### src/rtl/seq_detect_pkg.sv
// rtl/seq_detect_pkg.sv - shared constants and helpers for the serial pattern detector
package seq_detect_pkg;

  // Number of bits needed to encode the states S0..S_PAT_W.
  function automatic int state_w(input int pat_w);
    return $clog2(pat_w + 1);
  endfunction

  // Index of the empty-prefix state.
  localparam int S_IDLE = 0;

  // Behaviour of the match state on the next accepted bit.
  typedef enum logic {
    OVL_RESTART = 1'b0,
    OVL_OVERLAP = 1'b1
  } ovl_mode_e;

endpackage

### src/rtl/seq_detect_next.sv
// rtl/seq_detect_next.sv - combinational next-state / prefix fallback calculator
module seq_detect_next
  import seq_detect_pkg::*;
#(
  parameter int PAT_W = 4,
  localparam int SW = state_w(PAT_W)
) (
  input  logic [PAT_W-1:0] pattern,
  input  logic [SW-1:0]    state,
  input  logic             x,
  input  logic             overlap,
  output logic [SW-1:0]    next_state
);

  logic [PAT_W:0] cand;
  logic [PAT_W:0] pfx;
  logic [PAT_W:0] mask;
  int             klen;

  // Being in Sk means the recent history equals pattern prefix k, so the
  // candidate string is that prefix with x appended; pick the longest suffix
  // of it that is also a pattern prefix (never longer than the pattern).
  always_comb begin
    next_state = SW'(S_IDLE);
    cand       = '0;
    pfx        = '0;
    mask       = '0;
    klen       = 0;
    if (int'(state) > PAT_W) begin
      next_state = SW'(S_IDLE);
    end else if (int'(state) == PAT_W && overlap == OVL_RESTART) begin
      next_state = (x == pattern[PAT_W-1]) ? SW'(1) : SW'(S_IDLE);
    end else begin
      klen = int'(state) + 1;
      cand = (({1'b0, pattern} >> (PAT_W - int'(state))) << 1) | {{PAT_W{1'b0}}, x};
      for (int j = 1; j <= PAT_W; j++) begin
        pfx  = {1'b0, pattern} >> (PAT_W - j);
        mask = ~({(PAT_W+1){1'b1}} << j);
        if (j <= klen && (cand & mask) == pfx) begin
          next_state = SW'(j);
        end
      end
    end
  end

endmodule

### src/rtl/seq_detect_param.sv
// rtl/seq_detect_param.sv - loadable serial pattern detector, match counter under SEQDET_CNT_EN
module seq_detect_param
  import seq_detect_pkg::*;
#(
  parameter int               PAT_W   = 4,
  parameter logic [PAT_W-1:0] PAT_RST = 4'b1101,
  parameter int               CNT_W   = 8,
  localparam int              SW      = state_w(PAT_W)
) (
  input  logic             clk,
  input  logic             rst,
  input  logic             x,
  input  logic             x_valid,
  input  logic             load,
  input  logic [PAT_W-1:0] pat_in,
  input  logic             overlap,
  output logic             y,
  output logic [SW-1:0]    state
`ifdef SEQDET_CNT_EN
  ,
  output logic [CNT_W-1:0] match_cnt
`endif
);

  localparam logic [SW-1:0] S_MATCH = SW'(PAT_W);

  logic [PAT_W-1:0] pat_q;
  logic [SW-1:0]    nxt;

  seq_detect_next #(
    .PAT_W (PAT_W)
  ) u_next (
    .pattern    (pat_q),
    .state      (state),
    .x          (x),
    .overlap    (overlap),
    .next_state (nxt)
  );

  // Detector state, Moore flag, pattern register and optional match counter.
  always_ff @(posedge clk or posedge rst) begin
    if (rst) begin
      state <= SW'(S_IDLE);
      y     <= 1'b0;
      pat_q <= PAT_RST;
`ifdef SEQDET_CNT_EN
      match_cnt <= '0;
`endif
    end else if (load) begin
      pat_q <= pat_in;
      state <= SW'(S_IDLE);
      y     <= 1'b0;
`ifdef SEQDET_CNT_EN
      match_cnt <= '0;
`endif
    end else if (state > S_MATCH) begin
      state <= SW'(S_IDLE);
      y     <= 1'b0;
    end else if (x_valid) begin
      state <= nxt;
      y     <= (nxt == S_MATCH);
`ifdef SEQDET_CNT_EN
      if (nxt == S_MATCH && match_cnt != {CNT_W{1'b1}}) begin
        match_cnt <= match_cnt + 1'b1;
      end
`endif
    end
  end

endmodule

### config.mk
export PLATFORM = sky130hd
export DESIGN_NAME = seq_detect_param
export DESIGN_NICKNAME = d
export VERILOG_FILES = /design/src/rtl/seq_detect_pkg.sv /design/src/rtl/seq_detect_next.sv /design/src/rtl/seq_detect_param.sv
export SDC_FILE = /design/constraint.sdc
export NUM_CORES = 1
export LEC_CHECK = 0
export ABC_AREA = 1
export CORE_UTILIZATION = 26
export CTS_BUF_LIST = sky130_fd_sc_hd__clkbuf_4 sky130_fd_sc_hd__clkbuf_8
export CTS_CLUSTER_DIAMETER = 60
export DETAILED_ROUTE_END_ITERATION = 8
export RECOVER_POWER = 25
export SLEW_MARGIN = 10
export SYNTH_ARGS = -nofsm -noshare
export SYNTH_HDL_FRONTEND = slang
export SYNTH_SLANG_ARGS = --single-unit
### constraint.sdc
create_clock -name clk -period 5.1 [get_ports clk]
set_input_delay 1.02 -clock clk [delete_from_list [all_inputs] [get_ports clk]]
set_output_delay 1.02 -clock clk [all_outputs]
set_load 0.02 [all_outputs]
# --- Yosys cells after proc, flatten, opt, wreduce, memory -nomap -nowiden ---
# Cells that the tools add are included.
classes:
  order_cmp: 6
  n_shift: 1
  n_reduce_logical: 6
  mux: 13
  eq_ne: 7
  n_addsub: 2
  bitwise: 2
op_table:
  columns: ["operator", "n"]
  rows:
  - ["less-or-equal comparator 3 x 32 -> 1 bit (first input constant)", 2]
  - ["less-or-equal comparator 2 x 32 -> 1 bit (first input constant)", 1]
  - ["less-or-equal comparator 4 x 32 -> 1 bit (first input constant)", 1]
  - [">> shifter 4 x 32 -> 3 bit", 1]
  - ["2-to-1 mux 3 bit", 6]
  - ["equality test 3 bit (second input constant)", 2]
  - ["> comparator 3 bit (second input constant)", 2]
  - ["logical AND 1 bit", 5]
  - ["2-to-1 mux 1 bit", 5]
  - ["adder 3 x 1 -> 4 bit (second input constant)", 1]
  - ["equality test 4 bit", 1]
  - ["2-to-1 mux 2 bit", 2]
  - ["OR 4 x 1 -> 4 bit", 1]
  - ["subtractor 3 x 3 -> 4 bit (first input constant)", 1]
  - ["equality test 3 bit", 1]
  - ["nonzero test 3 bit", 1]
  - ["equality test 1 bit", 2]
  - ["equality test 2 bit", 1]
  - ["NOT 1 bit", 1]
totals:
  reg_bits: 8
  in_bits: 10
  wordCells: 40
  output_inout_bits: 4

# --- Logic depth before layout (Yosys ltp) ---
depth:
  word_depth: 15
  mapped_depth: 19
  mapped_depth_nobuf: 18

# --- Hierarchy ---
# A second synthesis with hierarchy kept.
hier_totals:
  hier_cells: 130
  hier_area_um2: 897.1
by_module_without_submodules:
  columns: ["module", "seq_area_each_um2", "area_each_um2", "cells_each", "n_inst"]
  rows:
  - ["seq_detect_next", 0.0, 539.3, 90, 1]
  - ["seq_detect_param", 203.9, 357.8, 40, 1]

# --- Worst setup path after synthesis ---
# OpenSTA, ideal clock, no wires.
synth_path:
  path_type: "reg2reg"
  from: "register state[0]"
  to: "register state[0]"
  setup_time_ns: 0.117
  arrival_ns: 2.018
  required_ns: 4.983
  period_less_slack_ns: 2.135
  path_buffers: 1
  stages_incl_launch_ff: 19
  slack_ns: 2.965
  path_cell_list: "dfrtp_1 > buf_6 > inv_2 > ha_1 > inv_1 > ha_1 > inv_1 > nor2_1 > nand3_1 > nand2_1 > nand2_1 > nand2_1 > nand2_1 > nor2_1 > nand2_1 > nand2_1 > nand2_1 > nand3_1 > nand2_1"
synth_between:
  elab_chain_cells: 13
  word_cells_on_any_way: 29
  cone_classes: "2 x add/sub; 6 x order compare; 4 x eq/ne; 1 x shift; 9 x mux; 1 x bitwise; 6 x reduce/logical"
synth_lines:
  columns: ["item", "line_no", "source"]
  rows:
  - ["from (decl)", "seq_detect_param.sv:18", "output logic [SW-1:0] state"]
  - ["from (signal assigned)", "seq_detect_param.sv:43", "state <= SW'(S_IDLE);"]
  - ["from (signal assigned)", "seq_detect_param.sv:51", "state <= SW'(S_IDLE);"]
  - ["from (signal assigned)", "seq_detect_param.sv:57", "state <= SW'(S_IDLE);"]
  - ["branches (longest 13 deep; another with less-or-equal comparator 2 x 32 -> 1 bit)", null, null]
# Parallel ways; which one is timed is not known. The select of a mux whose other input is x is not followed.
# A chain may end at the register's enable or synchronous reset.

# --- Final worst setup path ---
layout_path:
  from: "register state[0]"
  to: "output port state[0]"
# No word-level cell between the ends.

==> flow_summary.ini <==
[clock_network]
worstSkewPairLatency_ns = 0.25
ctsResizeCount = 0
ctsHtreeMaxLevel = 1
cts_sinks = 8
path_clk_slew_ns = 0.06
cts_tree = built
clockBufferDepth = 2
post_cts_buffers = 0
cts_hold_buf = 0
cts_made_buffers = 3
clock-root-buffer = clkbuf_4

[grt]
grt_first_pass_wirelength_microns = 3174
grt_max_degree = 14
gr-total-overflow = 0
grt.total_usage_pct = 11.96
grt_pass1_vias = 744
antenna_found_initial = 0

[placed_design]
place_area_sq_um = 952.2
dp_hpwl_microns = 1462
numPortBuffers = 13
gp_congestion = 0.8834

[routing]
drt_iter0_markers = 22
drc = 1
avgRoutedWirePerCell_microns = 10.86
viasPerCell = 4.737
drtPass1Iterations = 6
vias = 791
antenna_left = 0
wl_microns = 1814

[synth]
yosysSeqAreaShare_pct = 25.15
yosysWarnings = 0
synth_cell_types = 26
synth_fp_nets = 139
synth_edf_count = 0
synth_area_leaders = nand2_1, dfrtp_1, dfstp_2
synth_cells = 123
syn-cell-area_sq_um = 810.8
synth.ff_latch_count = 8
synth_top_area_share_pct = 16.20
async_flop_share_pct = 100.0
synth-main-ff-cell = dfrtp_1
syn_area_per_cell_sq_um = 6.592
yosys.area.top_type = nand2_1

[cells_and_area]
nets = 153
layout.cells.most_common = nand2_1
layout-drive-gt1-share_pct = 12.50
mostFrequentLayoutCells = nand2_1, inv_1, nand3_1, clkdlybuf4s50_1, nor2_1
fin_area_sq_um = 982.2
num_antenna_cells = 0
synthToLayoutAreaGrowth_pct = 21.14

[flow_run]
cap_violations = 0

[worst_setup_path]
path_cells = clkdlybuf4s50_1
max_stage_delay_ns = 0.69
worst_path_max_delay_cell = clkdlybuf4s50_1
reg2regPathDepth = 17
path_depth = 1
worstPathRequired_ns = 4.08
worstPathMaxFanout = 13
arrival_ns = 1.56
path_buf_inv = 1
endpoint_kind = output pin
crit_type = reg2out
startpoint_type = register
critPathTopFamily = buffers and inverters

[pwr]
internal_power_uw = 146.7
clkPwrFrac_pct = 23.9
peakVddDrop_uv = 133.0
switchingPower_uw = 94.10
seqPwrFrac_pct = 34.4
p_total_uw = 240.8
comb_power_share_pct = 41.7
p_leak_uw = 0.0004732
power.density_mw_per_mm2 = 245.2
switching_share_pct = 39.08

[sta]
clock_skew_ns = 0.01014
holdWs_ns = 0.5197
setup_violations = 0
worst-slew-pin-transition_ns = 0.4382
clock.fmax_ghz = 0.3877
finalSetupTns_ns = 0
hold_viol_final = 0
rsz0062_at_grt = false
maxSlewViolCount = 0
finalCriticalPeriod_ns = 2.579
relSlewSlack_pct = 70.79
finalCritPeriodShare_pct = 50.57

[hold_path]
min_path_cells = 2
hold_class = reg2reg

[floorplan]
initial_core_util_pct = 28.42
dieArea_sq_mm = 0.003345
rows = 19
floorplan.die.height_microns = 57.84
die_x_microns = 57.84
io_pins = 14
coreArea_sq_mm = 0.002853

[status]
run_status = finished, violations left
failed_checks = DRC
-- worst register-to-register path: stages, from the launching register on --
cell and delay (ns):
dfrtp_1 0.54, inv_2 0.18, ha_1 0.18, inv_1 0.06, ha_1 0.34, inv_1 0.05
nor2_1 0.09, nand3_1 0.10, nand2_1 0.12, nand2_1 0.08, nand2_1 0.06, nand2_1 0.05
nor2_1 0.12, nand2_1 0.11, nand2_1 0.08, nand2_1 0.05, nand3_1 0.05, nand2_1 0.05
-- synth_stat cells, drive strengths merged (2+ instances only) --
master / count
xnor2: 3
o21ai: 9
a21oi: 2
nand4: 3
dfrtp: 5
xor2: 2
ha: 6
nand3: 16
dfstp: 3
inv: 20
nand2: 37
clkbuf: 2
nor2: 8
buf: 2
-- sequential cells by signal (all words and copies together) (netlist names) --
name,count
state,3
pat_q,4
y,1
-- logic make-up after synthesis --
logic type / Yosys count / synth area share, %
XOR/XNOR: 5 / 5.402
flip-flops: 8 / 25.15
AO/OA/AOI/OAI: 13 / 9.260
buffers and inverters: 24 / 12.65
multiplexers: 1 / 1.389
adder cells (fa/ha/maj): 6 / 9.259
AND/OR/NAND/NOR: 66 / 36.88
-- per-layer routing --
metal  vias up  part of all wire, %  global-route usage, %
li1        420                    -                      -
met4         0                    0                  3.061
met3         0                  5.3                  1.116
met2        18                   46                  20.20
met5         -                    0                      0
met1       353                   49                  16.37
-- stage by stage --
step,setup slack (ns),cells,utilization (%)
2_1_floorplan,2.965,123,-
3_3_place_gp,2.567,163,33.38
3_5_place_dp,2.563,163,33.38
4_1_cts,2.514,167,34.43
5_1_grt,2.467,167,34.43
6_report,2.521,167,34.43
-- power by group through the flow --
| stage | logic [uW] | clock network [uW] | registers, uW |
|---|---|---|---|
| after floorplan | 81.3 | 0 | 77.8 |
| after global placement | 97.8 | 0 | 83.5 |
| after detailed placement | 100 | 0 | 83.7 |
| after CTS | 101 | 60.2 | 82.6 |
| after global routing | 115 | 64.0 | 83.9 |
| final | 100 | 57.7 | 82.7 |
-- path summary, 6_finish.rpt --
| path | from | end | slack [ns] |
|---|---|---|---|
| worst max-delay path | state[0] | state[0] | 2.52 |
| worst min-delay path | y | y | 0.52 |
| worst max register to register | state[0] | state[0] | 2.69 |
| worst min register to register | y | y | 0.52 |
| max in group asynchronous | rst | pat_q[2] | 3.67 |
| min in group asynchronous | rst | state[1] | 1.14 |
-- area by class of cell --
cell class                      instances  area (sq um)
Clock buffer                            4         30.03
Fill cell                             317          1871
Inverter                               20         75.07
Multi-Input combinational cell         91         504.2
Sequential cell                         8         203.9
Tap cell                               31         38.79
Timing Repair Buffer                   13         130.1
Power figures use the tool's default switching activity.
